[config.mk]
export PLATFORM = sky130hd
export DESIGN_NAME = mem_arbiter
export DESIGN_NICKNAME = d
export VERILOG_FILES = /design/src/rtl/mem_arbiter.sv
export SDC_FILE = /design/constraint.sdc
export NUM_CORES = 1
export LEC_CHECK = 0
export ABC_CLOCK_PERIOD_IN_PS = 2400
export BUFFER_PORTS_ARGS = -buffer_cell sky130_fd_sc_hd__clkbuf_2
export CORE_ASPECT_RATIO = 0.7
export CORE_MARGIN = 2
export CORE_UTILIZATION = 42
export DETAILED_ROUTE_END_ITERATION = 8
export PLACE_DENSITY = 0.85
export SLEW_MARGIN = 10
export SYNTH_ARGS = -nofsm -noshare
export SYNTH_HDL_FRONTEND = slang
export SYNTH_SLANG_ARGS = --single-unit
[constraint.sdc]
create_clock -name clock -period 2.4 [get_ports clock]
set_clock_uncertainty 0.2 [all_clocks]
set_input_delay 0.24 -clock clock [delete_from_list [all_inputs] [get_ports clock]]
set_output_delay 0.24 -clock clock [all_outputs]
set_load 0.1 [all_outputs]
[src/rtl/mem_arbiter.sv]
// Two-port arbiter/sequencer for a single 8-bit RAM port.
// Registers the winner's request onto the RAM bus and returns read data with an ack pulse.
module mem_arbiter #(
    parameter int unsigned RD_LAT     = 1,
    parameter int unsigned FIXED_PRIO = 0
) (
    input  logic       clock,
    input  logic       reset,
    input  logic       req0,
    input  logic       we0,
    input  logic [7:0] addr0,
    input  logic [7:0] wdata0,
    output logic       ack0,
    output logic [7:0] rdata0,
    input  logic       req1,
    input  logic       we1,
    input  logic [7:0] addr1,
    input  logic [7:0] wdata1,
    output logic       ack1,
    output logic [7:0] rdata1,
    output logic [7:0] address,
    output logic [7:0] to_memory,
    output logic       write,
    input  logic [7:0] from_memory,
    output logic [1:0] grant,
    output logic       busy
);

    typedef enum logic {ARB, ACCESS} state_e;

    state_e     state_q, state_d;
    logic [7:0] address_q, address_d;
    logic [7:0] to_memory_q, to_memory_d;
    logic [7:0] rdata0_q, rdata0_d;
    logic [7:0] rdata1_q, rdata1_d;
    logic       write_q, write_d;
    logic       ack0_q, ack0_d;
    logic       ack1_q, ack1_d;
    logic       is_wr_q, is_wr_d;
    logic       last_q, last_d;
    logic [1:0] grant_q, grant_d;
    logic [2:0] cnt_q, cnt_d;
    logic       pick1;

    // last_q set means port 1 won most recently
    always_comb begin
        pick1 = 1'b0;
        if (req1 && !req0) begin
            pick1 = 1'b1;
        end else if (req0 && req1 && FIXED_PRIO == 0) begin
            pick1 = ~last_q;
        end
    end

    always_comb begin
        state_d     = state_q;
        address_d   = address_q;
        to_memory_d = to_memory_q;
        rdata0_d    = rdata0_q;
        rdata1_d    = rdata1_q;
        write_d     = 1'b0;
        ack0_d      = 1'b0;
        ack1_d      = 1'b0;
        is_wr_d     = is_wr_q;
        last_d      = last_q;
        grant_d     = grant_q;
        cnt_d       = cnt_q;
        unique case (state_q)
            ARB: begin
                if (req0 || req1) begin
                    address_d   = pick1 ? addr1 : addr0;
                    to_memory_d = pick1 ? wdata1 : wdata0;
                    write_d     = pick1 ? we1 : we0;
                    is_wr_d     = pick1 ? we1 : we0;
                    grant_d     = pick1 ? 2'b10 : 2'b01;
                    last_d      = pick1;
                    cnt_d       = 3'(RD_LAT);
                    state_d     = ACCESS;
                end
            end
            ACCESS: begin
                if (cnt_q == 3'd0) begin
                    if (!is_wr_q) begin
                        if (grant_q[1]) rdata1_d = from_memory;
                        else            rdata0_d = from_memory;
                    end
                    ack0_d  = grant_q[0];
                    ack1_d  = grant_q[1];
                    grant_d = 2'b00;
                    state_d = ARB;
                end else begin
                    cnt_d = cnt_q - 3'd1;
                end
            end
        endcase
    end

    always_ff @(posedge clock or posedge reset) begin
        if (reset) begin
            state_q     <= ARB;
            address_q   <= 8'h00;
            to_memory_q <= 8'h00;
            rdata0_q    <= 8'h00;
            rdata1_q    <= 8'h00;
            write_q     <= 1'b0;
            ack0_q      <= 1'b0;
            ack1_q      <= 1'b0;
            is_wr_q     <= 1'b0;
            last_q      <= 1'b1;
            grant_q     <= 2'b00;
            cnt_q       <= 3'd0;
        end else begin
            state_q     <= state_d;
            address_q   <= address_d;
            to_memory_q <= to_memory_d;
            rdata0_q    <= rdata0_d;
            rdata1_q    <= rdata1_d;
            write_q     <= write_d;
            ack0_q      <= ack0_d;
            ack1_q      <= ack1_d;
            is_wr_q     <= is_wr_d;
            last_q      <= last_d;
            grant_q     <= grant_d;
            cnt_q       <= cnt_d;
        end
    end

    assign address   = address_q;
    assign to_memory = to_memory_q;
    assign write     = write_q;
    assign ack0      = ack0_q;
    assign ack1      = ack1_q;
    assign rdata0    = rdata0_q;
    assign rdata1    = rdata1_q;
    assign grant     = grant_q;
    assign busy      = (state_q == ACCESS);

endmodule

==> impl_metrics.tcl, run 1 <==
set metrics [dict create \
    wl_met3_um 227 \
    worstSetupStartpointType "register" \
    antenna_found_initial 0 \
    clkTransAtPathRegs_ns 0.08 \
    drive_above_1_share_pct 43.0 \
    n_fill_cell 326 \
    slowest_delay_ns 0.75 \
    cts_tree "yes" \
    hold_ws_ns 0.0122 \
    finalHoldViolCount 0 \
    worst_pin_slew_ns 1.12 \
    worstSetupPathType "reg -> reg" \
    yosysTopAreaCellShare_pct 56.9 \
    hold_class "in -> reg" \
    path_buf_inv 1 \
    port-buffer-count 83 \
    die_y_um 59.5 \
    synth.distinct_cells 29 \
    yosysMostFrequentCell "dfrtp_1" \
    row_count 20 \
    clock-sinks 43 \
    worstPathRequired_ns 2.38 \
    setup.worst_path.start "cnt_q[0]" \
    crit_fanout 8 \
    drt-met1-wl_um 1970 \
    coreArea_um2 4280 \
    clockBufferDepth 2 \
    wl_met2_um 2080 \
    drc 0 \
    io_pins 84 \
    path_delay_family "simple AND/OR/NAND/NOR gates" \
    rr_startpoint "cnt_q[0]" \
    path_cells "inv_1 -> ha_1 -> nand2_2 -> or4b_1 -> mux2_4" \
    tns_ns 0 \
    ys_ff_latch 43 \
    start_util_pct 43.2 \
    worstSkewPairLatency_ns 0.29 \
    finalSetupViolCount 0 \
    area_growth_pct 46.2 \
    syn_area_um2 1850 \
    ff2ff_setup_slack_ns 0.14 \
    regArea_um2 1080 \
    grt_usage_pct 18.2 \
    grt_pass1_vias 1542 \
    min_period_over_period_pct 94.2 \
    final_nets 319 \
    ys_top_cells_by_area "dfrtp_1, a21oi_1, mux2_4" \
    endpoint_kind "register" \
    seq_area_frac_synth_pct 58.3 \
    yosysWarnings 0 \
    dieArea_um2 4950 \
    grt_start_max_net_pins 29 \
    dr.pass1.iters 4 \
    fin_cells 327 \
    first_iter_violations 88 \
    critPathSlowestCell "or4b_1" \
    clock.fmax_mhz 442 \
    synth_cells 162 \
    yosys.area.top_type "dfrtp_1" \
    h-tree-depth 2 \
    wl_per_cell_um 13.2 \
    synth_nets 210 \
    grt_pass1_wl_um 6960 \
    hp-start "from_memory[2]" \
    synth-edff-count 0 \
    syn_avg_cell_area_um2 11.4 \
    post_cts_resize_count 0 \
    finalCriticalPeriod_ns 2.26 \
    cap_violations 0 \
    placed_cells 294 \
    gp_congestion 0.711 \
    cp.arrival_ns 2.24 \
    fp.dieW_um 83.3 \
    drv_slew 0 \
    ys.flop_type "dfrtp_1" \
    rsz0062_at_grt "no" \
    hpwlAfterDp_um 3070 \
    wl_um 4330 \
    status "finished, final reports clean" \
    multi_input_area_um2 718 \
    top_layer "met4" \
    vias_per_cell 4.80 \
    vias 1570 \
    synth_async_sr_flop_share_pct 100 \
    grt_overflow_total 0 \
    clock-root-buffer "clkbuf_8" \
    numCtsBuffers 5 \
    ys_top_cells_by_count "dfrtp_1, a21oi_1, nor2_1" \
    diodes 0 \
    relSlewSlack_pct 25.2 \
    ant_nets 0 \
]
[worst reg2reg max path: stages, from the launching register on]
cell     delay (ns)
dfrtp_1        0.40
inv_1          0.08
ha_1           0.21
nand2_2        0.10
or4b_1         0.75
mux2_4         0.39
[per-stage QoR]
step                utilization (%)  instance area, µm²  worst slack [ns]
floorplan                         -                1850             0.140
global route                   63.1                2700            0.0121
CTS                            63.1                2700             0.145
finish                         63.1                2700             0.138
detailed placement             54.1                2310             0.163
global placement               54.1                2310             0.231
[registers in the layout, summed over array words and instances (netlist names)]
signal     cells
ack0           1
ack1           1
address        8
busy           1
cnt_q          3
grant          2
is_wr_q        1
last_q         1
rdata0         8
rdata1         8
to_memory      8
write          1
[layout by cell type (no fill, tap or decap), types with 2 or more instances in the layout]
cell type,n
nand2_1,16
o21ai_0,2
a21oi_1,28
and3_1,3
clkbuf_8,5
mux2_4,8
dlygate4sd3_1,25
buf_4,2
clkbuf_2,83
and2_1,2
mux2i_1,3
a221o_1,3
dfrtp_1,41
ha_1,2
inv_1,4
bufinv_16,2
nor2_1,19
mux2_2,8
[area by class of cell]
class,instances,area share (%)
sequential,43,39.9
multi-input combinational,106,26.6
timing repair buffer,110,25.2
clock buffer,5,2.55
tap,55,2.55
clock inverter,3,2.50
inverter,5,0.695
[timing repair]
| action | CTS | global route |
|---|---|---|
| hold endpoints to repair | 45 | 0 |
| buffers inserted | 0 | 0 |
| hold buffers | 25 | 0 |
[layer usage]
metal / up-vias / track usage, %
met5: - / 0
met4: 0 / 4.92
met3: 4 / 5.99
met2: 49 / 30.9
met1: 741 / 22.8
li1: 776 / -
[final timing paths]
kind                             endpoint  cells after the start
worst max-delay path            rdata1[5]                      5
worst min-delay path            rdata1[2]                      2
worst max register to register  rdata1[5]                      5
worst min register to register   cnt_q[0]                      1
max in group asynchronous          last_q                      4
min in group asynchronous       rdata1[2]                      3
[cell families (layout without fill, tap and decap cells)]
logic type      Yosys count  in the layout  share of synthesized area [%]
compound gates           41             41                           13.2
fa+ha+maj                 2              2                           1.35
buf+inv                  13            123                           3.05
flops                    43             43                           58.3
mux                      19             19                           13.0
simple gates             44             44                           11.1
Power of run 1 is not shown: default switching activity piles up to over one toggle a cycle in this logic, so the estimate is an artifact.
==> run 2, diff against run 1 <==
- CORE_MARGIN: 2 -> 5
==> run 2 against run 1 <==
Compared with the run above: cell count down 0.31%; utilization down 1.4 points; design area down 1.6%; non-clock buffer count down 1; register-to-register slack better by 0.04 ns; clock-buffer cell count up 3; critical path depth unchanged; sequential cell count unchanged; sequential share of layout area up 0.66 points; routed wire length up 7.0%; first-iteration DRC count down 22%; maximum frequency up 1.7%; highest routed layer unchanged.
==> impl_metrics.tcl, run 2 (synthesized netlist as in run 1, its figures left out) <==
set metrics [dict create \
    ant_nets 0 \
    drive_above_1_share_pct 42.4 \
    min_period_over_period_pct 92.7 \
    area_growth_pct 43.8 \
    grt_pass1_vias 1598 \
    worstPathRequired_ns 2.38 \
    drc 0 \
    cp.arrival_ns 2.21 \
    grt_usage_pct 16.7 \
    setup.worst_path.start "cnt_q[0]" \
    clock-sinks 43 \
    gp_congestion 0.693 \
    relSlewSlack_pct 26.4 \
    antenna_found_initial 0 \
    endpoint_kind "register" \
    clock.fmax_mhz 450 \
    coreArea_um2 4300 \
    hold_ws_ns 0.0128 \
    tns_ns 0 \
    post_cts_resize_count 0 \
    multi_input_area_um2 718 \
    finalCriticalPeriod_ns 2.22 \
    wl_um 4630 \
    wl_per_cell_um 14.2 \
    h-tree-depth 2 \
    drv_slew 0 \
    finalHoldViolCount 0 \
    clock-root-buffer "clkbuf_8" \
    die_y_um 65.5 \
    place_area_um2 2310 \
    crit_fanout 8 \
    worstSkewPairLatency_ns 0.29 \
    grt_pass1_wl_um 7370 \
    fp.dieW_um 89.3 \
    first_iter_violations 69 \
    row_count 20 \
    dr.pass1.iters 4 \
    vias_per_cell 4.85 \
    vias 1581 \
    port-buffer-count 83 \
    worstRegToRegCells 5 \
    clockBufferDepth 2 \
    layout_common_cells "clkbuf_2, dfrtp_1, a21oi_1, dlygate4sd3_1, nor2_1" \
    hold_class "in -> reg" \
    rr_startpoint "cnt_q[0]" \
    worst_pin_slew_ns 1.10 \
    cap_violations 0 \
    worstSetupPathType "reg -> reg" \
    reg2reg_to "rdata1[2]" \
    cts_setup_buffers 0 \
    critPathSlowestCell "or4b_1" \
    diodes 0 \
    start_util_pct 42.9 \
    numCtsBuffers 5 \
    io_pins 84 \
    finalSetupViolCount 0 \
    grt_overflow_total 0 \
    final_nets 318 \
    cp-endpoint "rdata1[2]" \
    hpwlAfterDp_um 3180 \
    cts_tree "yes" \
    rsz0062_at_grt "no" \
    finalInstanceArea_um2 2660 \
    worstSetupStartpointType "register" \
    dieArea_um2 5850 \
    status "finished, final reports clean" \
    n_fill_cell 345 \
    final_util_pct 61.7 \
    final_common_cell "clkbuf_2" \
    clkTransAtPathRegs_ns 0.08 \
    ff2ff_setup_slack_ns 0.18 \
    grt_start_max_net_pins 44 \
    slowest_delay_ns 0.74 \
    regArea_um2 1080 \
    path_cells "inv_1 -> ha_1 -> nand2_2 -> or4b_1 -> mux2_4" \
]
-- run 2: per-stage QoR --
step	cells	worst slack [ns]
after floorplan	162	0.140
after global placement	293	0.231
after detailed placement	293	0.178
after CTS	325	0.163
after global routing	326	0.0829
final	326	0.176
-- run 2: layout make-up --
cell class	instances	share of cell area (%)
flip-flops and latches	43	40.6
multi-input cells	106	27.0
repair buffers	109	25.3
clock buffers	8	3.77
well taps	55	2.59
inverters	5	0.706
-- run 2: timing repair --
item,in CTS,in global routing
hold buffers,24,1
endpoints found under the hold margin,71,1
setup endpoints to repair,0,0
-- run 2: worst max-delay path: cells and delay by family, from the launching register on --
family / cells / cell delay, ns
simple gates: 2 / 0.84
flops: 1 / 0.39
mux: 1 / 0.39
fa+ha+maj: 1 / 0.20
buf+inv: 1 / 0.09
-- run 2: per-layer routing --
metal / GRT usage (%) / share of wire (%) / wire (µm) / vias to the layer above
li1: - / - / - / 776
met2: 27.8 / 49 / 2290 / 47
met3: 4.39 / 6.2 / 286 / 8
met4: 6.13 / 1.5 / 69 / 0
met5: 0 / 0 / 0 / -
met1: 20.9 / 43 / 1990 / 750
-- run 2: worst min path at each step --
stage	depth (start not counted)	end	startpoint	slack [ns]
after floorplan	1	last_q	req0	0.11
after global placement	2	ack0	reset	0.26
after detailed placement	3	to_memory[4]	wdata0[4]	0.26
after CTS	2	rdata1[2]	from_memory[2]	0.002
after global routing	2	rdata1[5]	from_memory[5]	0.003
final	3	write	we1	0.01
Power of run 2 is left out for the same reason.
==> run 3, diff against run 2 <==
- CAP_MARGIN: unset -> 30
- CORE_ASPECT_RATIO: 0.7 -> 0.5
- SETUP_SLACK_MARGIN: unset -> 0.2
==> run 3 against run 2 <==
Compared with the run above: sequential share of layout area fell by 0.67 points; sequential cell count did not move; largest cell class unchanged; clock-buffer cell count down 2; critical endpoint is now rdata1[3]; die area up 1.0%; utilization grew 0.90 points; hold slack worse by 0.0057 ns; maximum frequency rose by 5.9%; cell count grew 1.5%; critical path depth did not move; routed wire length is 11% higher.
==> impl_metrics.tcl, run 3 (synthesized netlist as in run 1, its figures left out) <==
set metrics [dict create \
    cap_violations 0 \
    finalSetupViolCount 0 \
    worst_pin_slew_ns 0.638 \
    gp_congestion 0.732 \
    vias_per_cell 5.17 \
    grt_pass1_wl_um 7970 \
    place_area_um2 2330 \
    finalHoldViolCount 0 \
    pre_cts_ws_ns 0.161 \
    dieArea_um2 5910 \
    ant_nets 0 \
    cp.arrival_ns 2.08 \
    vias 1711 \
    numCtsBuffers 5 \
    rsz0062_at_grt "no" \
    dr.pass1.iters 4 \
    coreArea_um2 4320 \
    fp.dieW_um 104 \
    relSlewSlack_pct 57.1 \
    die_y_um 56.9 \
    finalCriticalPeriod_ns 2.10 \
    status "finished, final reports clean" \
    drive_above_1_share_pct 43.8 \
    start_util_pct 42.8 \
    worstSetupStartpointType "register" \
    fin_ws_ns 0.299 \
    regArea_um2 1080 \
    clkTransAtPathRegs_ns 0.08 \
    worstSetupPathType "reg -> reg" \
    path_buf_inv 1 \
    final_util_pct 62.6 \
    hold_class "in -> reg" \
    grt_usage_pct 16.8 \
    wl_per_cell_um 15.5 \
    n_fill_cell 329 \
    slowest_delay_ns 0.62 \
    h-tree-depth 2 \
    final_nets 321 \
    cts_tree "yes" \
    final_common_cell "clkbuf_2" \
    endpoint_kind "register" \
    grt_overflow_total 0 \
    first_iter_violations 60 \
    io_pins 84 \
    layout_common_cells "clkbuf_2, dfrtp_1, a21oi_1, dlygate4sd3_1, nor2_1" \
    worstPathRequired_ns 2.38 \
    worstSkewPairLatency_ns 0.30 \
    clock-sinks 43 \
    multi_input_area_um2 722 \
    area_growth_pct 46.4 \
    row_count 17 \
    tns_ns 0 \
    wl_um 5150 \
    grt_pass1_vias 1674 \
    grt_start_max_net_pins 20 \
    path_cells "inv_1 -> ha_1 -> nand2_2 -> or4b_4 -> mux2_4" \
    clock.fmax_mhz 476 \
    drv_slew 0 \
    crit_fanout 8 \
    hpwlAfterDp_um 3530 \
    cts_setup_buffers 0 \
    drc 0 \
    path_delay_family "simple AND/OR/NAND/NOR gates" \
    min_period_over_period_pct 87.5 \
    clock-root-buffer "clkbuf_8" \
    clockBufferDepth 2 \
    finalInstanceArea_um2 2710 \
    port-buffer-count 83 \
    diodes 0 \
    critPathSlowestCell "or4b_4" \
    antenna_found_initial 0 \
]
==> run 3: final timing paths <==
check	end	slack [ns]	from	cells past startpoint
worst max-delay path	rdata1[3]	0.30	cnt_q[0]	5
worst min-delay path	rdata0[1]	0.007	from_memory[1]	2
worst max register to register	rdata1[3]	0.30	cnt_q[0]	5
worst min register to register	cnt_q[0]	0.31	cnt_q[0]	1
max in group asynchronous	busy	1.29	reset	4
min in group asynchronous	write	0.18	reset	3
==> run 3: metrics by stage <==
stage / instances / hold slack [ns]
3_3_place_gp: 297 / -0.0439
5_1_grt: 331 / 0.0128
2_1_floorplan: 162 / 0.113
4_1_cts: 331 / 0.00873
3_5_place_dp: 298 / -0.0384
6_report: 331 / 0.00712
==> run 3: area by class of cell <==
cell class	count	area share, %
flip-flops and latches	43	39.9
well taps	57	2.64
clock buffers	6	3.05
clock inverters	2	1.30
multi-input cells	106	26.7
inverters	5	0.694
repair buffers	112	25.7
==> run 3: metal layers <==
metal  global-route usage [%]  vias to the layer above  wire length, µm
met3                     4.13                       17              219
met2                     31.5                       61             2770
li1                         -                      782                -
met5                        0                        -                0
met1                     18.1                      851             1990
met4                     7.56                        0              162
==> run 3: worst register-to-register path, cell delays in order (launching register included) <==
cell     delay (ns)
dfrtp_1        0.41
inv_1          0.09
ha_1           0.22
nand2_2        0.12
or4b_4         0.62
mux2_4         0.34
==> run 3: repair_timing <==
item                       in CTS  in global routing
resized for setup               1                  1
setup endpoints to repair       8                  1
hold endpoints to repair       71                  0
hold buffers                   25                  0
cloned                          0                  0
Power of run 3 is left out for the same reason.
